`config.mk`:
```
export PLATFORM = sky130hd
export DESIGN_NAME = awgn_chk_fifo
export DESIGN_NICKNAME = d
export VERILOG_FILES = /design/src/rtl/awgn_chk_fifo.sv
export SDC_FILE = /design/constraint.sdc
export NUM_CORES = 1
export LEC_CHECK = 0
export CAP_MARGIN = 15
export CORE_UTILIZATION = 35
export DETAILED_ROUTE_END_ITERATION = 10
export PLACE_DENSITY = 0.55
export RECOVER_POWER = 25
export SLEW_MARGIN = 10
export SYNTH_ARGS = -nofsm -noshare
export SYNTH_HDL_FRONTEND = slang
export SYNTH_SLANG_ARGS = --single-unit
```
`constraint.sdc`:
```
create_clock -name clk -period 6.4 [get_ports clk]
set_input_delay 0.96 -clock clk [delete_from_list [all_inputs] [get_ports clk]]
set_output_delay 0.96 -clock clk [all_outputs]
set_load 0.02 [all_outputs]
```
`src/rtl/awgn_chk_fifo.sv`:
```
// Expected-vector FIFO: DEPTH entries (power of 2), wrap-bit pointers for
// full/empty, synchronous clear for run restarts. The head entry is read
// combinationally so the checker can compare on the same cycle it pops.
module awgn_chk_fifo #(
  parameter int DW    = 32,
  parameter int DEPTH = 16
) (
  input  logic          clk,
  input  logic          reset,
  input  logic          clr,
  input  logic          push,
  input  logic [DW-1:0] wdata,
  input  logic          pop,
  output logic [DW-1:0] rdata,
  output logic          full,
  output logic          empty
);

  localparam int AW = (DEPTH > 1) ? $clog2(DEPTH) : 1;

  logic [AW:0]   wr_ptr_reg;
  logic [AW:0]   rd_ptr_reg;
  logic [DW-1:0] mem [DEPTH];
  logic          do_push;
  logic          do_pop;

  assign empty   = (wr_ptr_reg == rd_ptr_reg);
  assign full    = (wr_ptr_reg[AW] != rd_ptr_reg[AW]) &&
                   (wr_ptr_reg[AW-1:0] == rd_ptr_reg[AW-1:0]);
  assign do_push = push && !full;
  assign do_pop  = pop && !empty;
  assign rdata   = mem[rd_ptr_reg[AW-1:0]];

  // Storage array; no reset so it maps onto RAM primitives.
  always_ff @(posedge clk) begin
    if (do_push) begin
      mem[wr_ptr_reg[AW-1:0]] <= wdata;
    end
  end

  // Read/write pointers; the extra top bit separates full from empty.
  always_ff @(posedge clk or posedge reset) begin
    if (reset) begin
      wr_ptr_reg <= '0;
      rd_ptr_reg <= '0;
    end else if (clr) begin
      wr_ptr_reg <= '0;
      rd_ptr_reg <= '0;
    end else begin
      if (do_push) wr_ptr_reg <= wr_ptr_reg + 1'b1;
      if (do_pop)  rd_ptr_reg <= rd_ptr_reg + 1'b1;
    end
  end

endmodule

```
After elaboration in Yosys (flattened, before gate mapping):

Memory sizes are Yosys's and may differ from the RTL's.
Index checks and enable logic that the tools add are counted.
Widths: inputs -> output; s select.

* output and inout bits: 34
* memories: 1
* memory bits (read-only): 0
* register bits after elaboration: 10
* memory bits (writable): 512
* logic and storage cells: 21
* bits in latches: 0
* bits of input ports: 37

* muxes and demuxes: 6
* $add $sub $neg: 2
* eq/ne operators: 3
* reductions and logical operators: 7
* magnitude comparators: 0
* div/mod/pow operators: 0
* shifts and indexed selects: 0
* multipliers: 0
* bitwise gates (word level): 0

Memories
* mem: words 16, bits a word 32, read ports 1, clocked after Yosys merged registers in 0, wr ports 1, line 23 `logic [DW-1:0] mem [DEPTH];`

Operators with widths (number)
* $mux 5: 4
* $add 5x1->5 const B: 2
* $eq 5x5->1: 1
* $eq 4x4->1: 1
* $reduce_bool 2->1: 2
* $logic_and 1x1->1: 3
* $logic_not 1->1: 2
* $mux 1: 2
* $ne 1x1->1: 1

Longest topological paths before layout:

Gate-level depths: netlist of run 1.

* word-level depth: 6
* depth in mapped cells: 7
* depth with buffers taken out: 5

Worst setup path before layout of run 1:

Ideal clock, no wire load.

* path kind: input -> register
* start point: input port push
* end point: register wr_ptr_reg[4]
* setup slack: 3158 ps
* stages on the path: 3
* path buffers: 0
* library setup time: 127 ps
* arrival: 3116 ps
* data required time: 6273 ps
* path through: nand3_1 > a21oi_1 > mux2_2

* word-level cells in the longest chain between the ends: 2

RTL lines
* start, declared: line 11 `input logic push,`
* $logic_and 1x1->1: line 30 `assign do_push = push && !full;`
* $reduce_bool 2->1 (no source line)
* end signal, assigned: line 50 `if (do_push) wr_ptr_reg <= wr_ptr_reg + 1'b1;`
* end, declared: line 21 `logic [AW:0] wr_ptr_reg;`

Every way passes these cells.
A chain may end at the register's enable or synchronous reset.

Final worst setup path of run 1:

* start point: register rd_ptr_reg[0]
* end point: output port rdata[20]

* word-level cells in the longest chain between the ends: 1

RTL lines
* start, declared: line 22 `logic [AW:0] rd_ptr_reg;`
* start signal, assigned: line 51 `if (do_pop) rd_ptr_reg <= rd_ptr_reg + 1'b1;`
* $mem_v2 16x32
* end, declared: line 14 `output logic [DW-1:0] rdata,`

Every way passes these cells.

==> impl_metrics.py, run 1 <==
metrics = {
    "synthesis": {
        "synth.largest_area_cell": "edfxtp_1",
        "yosysTopAreaCellShare_pct": 75.7,
        "yosysWarningCount": 0,
        "syn_area_per_cell_um2": 21.5,
        "ys_types": 36,
        "syn_inst": 945,
        "ys_top_cells_by_count": "edfxtp_1, mux4_2, nand2_1",
        "ys_top_cells_by_area": "edfxtp_1, mux4_2, dfrtp_1",
        "synth_edf_count": 512,
        "syn-num-nets": 987,
        "synthesis.area_um2": 20300,
        "ys.flop_type": "edfxtp_1",
        "synth-seq-area-share_pct": 76.9,
        "yosysMostFrequentCell": "edfxtp_1",
        "synth-seq-cells": 522,
        "synthArstFlopShare_pct": 1.92,
    },
    "timing": {
        "relSlewSlack_pct": 31.5,
        "skew_ps": 18.0,
        "finalCriticalPeriod_ps": 4750,
        "finalSetupTns_ps": 0,
        "setup_viol": 0,
        "final-max-slew-violation-count": 0,
        "finalHoldViolations": 0,
        "setup_ws_ps": 1650,
        "finalCritPeriodShare_pct": 74.3,
        "rsz0062_at_grt": "no",
        "clock.fmax_mhz": 210,
        "tightest_slew_ps": 1030,
    },
    "floorplanning": {
        "chipWidth_um": 243,
        "dieHeight_um": 243,
        "core_area_um2": 56800,
        "die_area_um2": 59000,
        "row_count": 87,
        "initial_core_util_pct": 35.7,
        "ioPinCount": 71,
    },
    "worst_setup_path": {
        "critPathSlowestCell": "dfrtp_4",
        "required_ps": 5440,
        "cp-end-kind": "primary output",
        "crit_family": "flip-flops",
        "worstSetupPathType": "flop to primary output",
        "cp.arrival_ps": 3790,
        "path_buf_inv": 2,
        "path_cells": "buf_12 > mux4_2 > nor2b_1 > a211oi_1 > a31oi_1 > clkdlybuf4s50_1",
        "critPathLaunchType": "flop",
        "slowest_delay_ps": 1070,
        "critPathMaxFanout": 42,
    },
    "layout": {
        "stdcell_count": 1837,
        "final_layout_size_suffix_gt1_share_pct": 24.1,
        "largest_reg_flops": 512,
        "n_antenna_cell": 0,
        "fin_nets": 1082,
        "area_growth_pct": 16.4,
    },
    "grt": {
        "use_met2_pct": 24.6,
        "grt_pass1_vias": 9997,
        "grt_remaining_overflow": 0,
        "grt-busiest-layer": "met2",
        "grt_use_met1_pct": 22.5,
        "antenna_found_initial": 3,
        "grtUsageTotal_pct": 15.6,
        "grt_pass1_wl_um": 67600,
        "met3_usage_pct": 2.40,
        "grt_max_degree": 69,
    },
    "clocking": {
        "clock_path_buffers": 3,
        "cts_tree": "yes",
        "cts_sinks": 522,
        "cts_resized": 0,
        "clk_pin_slew_ps": 60,
        "numCtsBuffers": 51,
        "cts_setup_buffers": 0,
        "root_buffer": "clkbuf_16",
        "clk_latency_ps": 570,
        "ctsHtreeMaxLevel": 2,
        "ctsHoldBuffers": 0,
    },
    "outcome": {
        "status": "finished clean",
    },
    "placed_design": {
        "placed_cells": 1743,
        "dp_worst_setup_slack_ps": 2180,
        "hpwl_um": 22900,
        "routabilityCongestion": 0.720,
        "portBuffers": 70,
    },
    "routing": {
        "wirelength_um": 45400,
        "drc": 0,
        "drt-initial-drc-count": 782,
        "ant_nets": 0,
        "vias": 9544,
        "vias_per_cell": 5.20,
        "wl_per_cell_um": 24.7,
        "drt_pass1_iterations": 4,
    },
    "hold_path": {
        "hold_path_class": "flop to flop",
    },
    "pwr": {
        "ir_drop_mv": 0.160,
        "power_density_nw_per_um2": 335,
        "leakagePower_nw": 7.27,
    },
    "flow_run": {
        "max-cap-violations": 0,
    },
}
-- cells in the final DEF, fill, tap and decap left out, types with 6 or more instances in the layout --
cell	instances
clkinv_2	14
buf_4	24
dfrtp_1	6
bufinv_16	8
a211oi_1	31
nor2b_1	33
a21oi_1	7
clkinv_1	9
clkdlybuf4s50_1	51
mux4_2	128
nand2_1	61
dlygate4sd3_1	19
edfxtp_1	512
inv_1	7
a31oi_1	28
clkbuf_16	53
and3_2	15
nor2_1	11
clkbuf_1	9
-- power breakdown --
group	switching, mW	total [mW]	internal, mW
clock network	1.25	3.08	1.83
registers	0.0699	3.87	3.80
logic	0.464	0.961	0.497
total	1.79	7.91	6.13
-- metrics by stage --
stage                     area, µm²  hold slack [ps]  power (mW)  utilization [%]
after CTS                     23600              684        8.01             41.6
after floorplan               20300              622        4.60                -
after detailed placement      21900              669        4.93             38.6
final                         23600              680        7.91             41.6
after global placement        21900              651        4.93             38.6
after global routing          23600              734        8.19             41.6
-- tightest hold or removal path, delay by kind of cell, from the launching register on --
kind          cells  cell delay, ps
flops             1             420
mux               1             140
simple gates      1              90
-- path summary, 6_finish.rpt --
| check | start | end | slack, ps | depth (start not counted) |
|---|---|---|---|---|
| max | rd_ptr_reg[0] | rdata[20] | 1650 | 6 |
| min | rd_ptr_reg[4] | rd_ptr_reg[4] | 680 | 2 |
| max reg2reg | rd_ptr_reg[0] | mem[14][1] | 2480 | 6 |
| min reg2reg | rd_ptr_reg[4] | rd_ptr_reg[4] | 680 | 2 |
| max in group asynchronous | reset | rd_ptr_reg[1] | 5240 | 2 |
| min in group asynchronous | reset | wr_ptr_reg[1] | 830 | 2 |
-- layer usage --
metal | up-vias | wire [µm]
met3 | 64 | 1870
met5 | - | 23
met2 | 215 | 21500
met1 | 5133 | 21100
li1 | 4128 | -
met4 | 4 | 905
-- final cells by class --
type / count / area [µm²]
tap: 756 / 946
sequential: 522 / 15600
timing repair buffer: 97 / 941
inverter: 8 / 30.0
fill: 4990 / 33200
multi-input combinational: 360 / 4350
clock inverter: 32 / 357
clock buffer: 62 / 1360
-- cells by family (layout without fill, tap and decap cells) --
group / Yosys count / after routing / synth area share [%]
AOI/OAI and AO/OA: 80 / 80 / 2.86
xor gates and xnor gates: 6 / 6 / 0.259
adders and majority gates: 5 / 5 / 0.308
buffers and inverters: 63 / 199 / 1.76
DFF: 522 / 522 / 76.9
muxes: 138 / 138 / 14.7
and+or+nand+nor: 131 / 131 / 3.15
(Power assumes the default switching activity.)
==> inputs of run 2 (changes only) <==
- PLACE_DENSITY: 0.55 -> 0.56
- clock period: 6.4 -> 3.99 ns (I/O delays scaled with it)
==> impl_metrics.py, run 2 (same netlist as run 1, synthesis figures left out) <==
metrics = {
    "timing": {
        "tightest_slew_ps": 681,
        "rsz0062_at_grt": "no",
        "final-max-slew-violation-count": 0,
        "finalCriticalPeriod_ps": 3820,
        "setup_viol": 0,
        "holdWs_ps": 454,
        "relSlewSlack_pct": 54.4,
        "finalSetupTns_ps": 0,
        "finalHoldViolations": 0,
        "skew_ps": 24.9,
        "finalCritPeriodShare_pct": 95.6,
        "clock.fmax_mhz": 262,
    },
    "grt": {
        "grtUsageTotal_pct": 15.7,
        "antenna_found_initial": 2,
        "grt_pass1_vias": 10200,
        "grt_pass1_wl_um": 67900,
        "grt_remaining_overflow": 0,
        "grt_max_degree": 63,
    },
    "routing": {
        "wirelength_um": 45800,
        "drc": 0,
        "drt-initial-drc-count": 705,
        "ant_nets": 0,
        "vias_per_cell": 5.19,
        "vias": 9649,
        "wl_per_cell_um": 24.6,
        "drt_pass1_iterations": 5,
    },
    "floorplanning": {
        "initial_core_util_pct": 35.7,
        "core_area_um2": 56800,
        "die_area_um2": 59000,
        "dieHeight_um": 243,
        "ioPinCount": 71,
        "chipWidth_um": 243,
        "row_count": 87,
    },
    "clocking": {
        "ctsHtreeMaxLevel": 2,
        "numCtsBuffers": 53,
        "clock_path_buffers": 3,
        "cts_sinks": 522,
        "clk_latency_ps": 610,
        "clk_pin_slew_ps": 60,
        "ctsHoldBuffers": 0,
        "cts_tree": "yes",
        "root_buffer": "clkbuf_16",
        "cts_resized": 0,
    },
    "worst_setup_path": {
        "critPathMaxFanout": 15,
        "worstSetupPathType": "flop to primary output",
        "required_ps": 3390,
        "critPathLaunchType": "flop",
        "cp-end-kind": "primary output",
        "cp.arrival_ps": 3220,
    },
    "layout": {
        "largest_reg_flops": 512,
        "fin_nets": 1105,
        "area_growth_pct": 17.7,
        "final_layout_size_suffix_gt1_share_pct": 24.4,
        "final_common_cell": "edfxtp_1",
        "mostFrequentLayoutCells": "edfxtp_1, mux4_2, nand2_1, clkbuf_16, clkdlybuf4s50_1",
    },
    "placed_design": {
        "hpwl_um": 24400,
        "routabilityCongestion": 0.710,
        "portBuffers": 70,
    },
    "pwr": {
        "leakagePower_nw": 7.36,
        "ir_drop_mv": 0.299,
        "power_density_nw_per_um2": 518,
    },
    "outcome": {
        "status": "finished clean",
    },
    "flow_run": {
        "max-cap-violations": 0,
    },
    "hold_path": {
        "hold_path_class": "input pin to async pin",
    },
}
-- run 2: cell count changes in the layout (fill, tap and decap cells not counted), sizes merged, moves of 4 or more --
cell,delta
bufinv,-7
inv,+4
buf,+21
clkinv,-5
clkbuf,+9
-- run 2: per-stage QoR --
stage	total power, mW	util [%]	cell area, µm²	std cells	worst slack (ps)
final	12.4	42.1	23900	1859	174
after global routing	12.8	42.1	23900	1858	9.38
after CTS	12.5	42.0	23900	1857	12.3
after detailed placement	7.97	39.2	22300	1762	565
after global placement	7.97	39.2	22300	1762	606
after floorplan	7.38	-	20300	945	771
-- run 2: layout make-up --
cell class	count	area, µm²
Antenna cell	1	2.50
Clock buffer	71	1390
Clock inverter	23	156
Fill cell	4978	32900
Inverter	8	30.0
Multi-Input combinational cell	360	4350
Sequential cell	522	15600
Tap cell	756	946
Timing Repair Buffer	118	1380
-- run 2: power by group --
part	leakage, nW	internal [mW]	total, mW	switching, mW
Clock	0.757	2.52	4.53	2.02
Combinational	1.85	0.870	1.70	0.825
Sequential	4.76	6.10	6.16	0.0658
-- run 2: timing repair --
item | CTS | global route
setup endpoints to repair | 11 | 6
setup buffers | 1 | 1
endpoints found under the hold margin | 0 | 0
-- run 2: worst max-delay path: stages (launching register included) --
cell and delay (ps):
dfrtp_4 670, buf_4 280, buf_4 200, mux4_2 510, a211oi_1 290, a31oi_1 90, clkdlybuf4s50_1 580
-- run 2: worst paths after layout --
| kind | from | to | slack, ps | cells past startpoint |
|---|---|---|---|---|
| max in group asynchronous | reset | rd_ptr_reg[2] | 3190 | 2 |
| worst max-delay path | rd_ptr_reg[0] | rdata[30] | 170 | 6 |
| worst max register to register | rd_ptr_reg[1] | mem[10][2] | 1050 | 5 |
| worst min-delay path | reset | rd_ptr_reg[1] | 450 | 2 |
| min in group clk | wr_ptr_reg[4] | wr_ptr_reg[4] | 680 | 2 |
| worst min register to register | wr_ptr_reg[4] | wr_ptr_reg[4] | 680 | 2 |
-- run 2: routing by layer --
layer / vias up / GRT usage (%) / share of wire [%]
met5: - / 0 / 0.024
met3: 63 / 2.81 / 4.7
li1: 4181 / - / -
met4: 2 / 3.98 / 1.8
met2: 212 / 25.9 / 49
met1: 5191 / 21.6 / 45
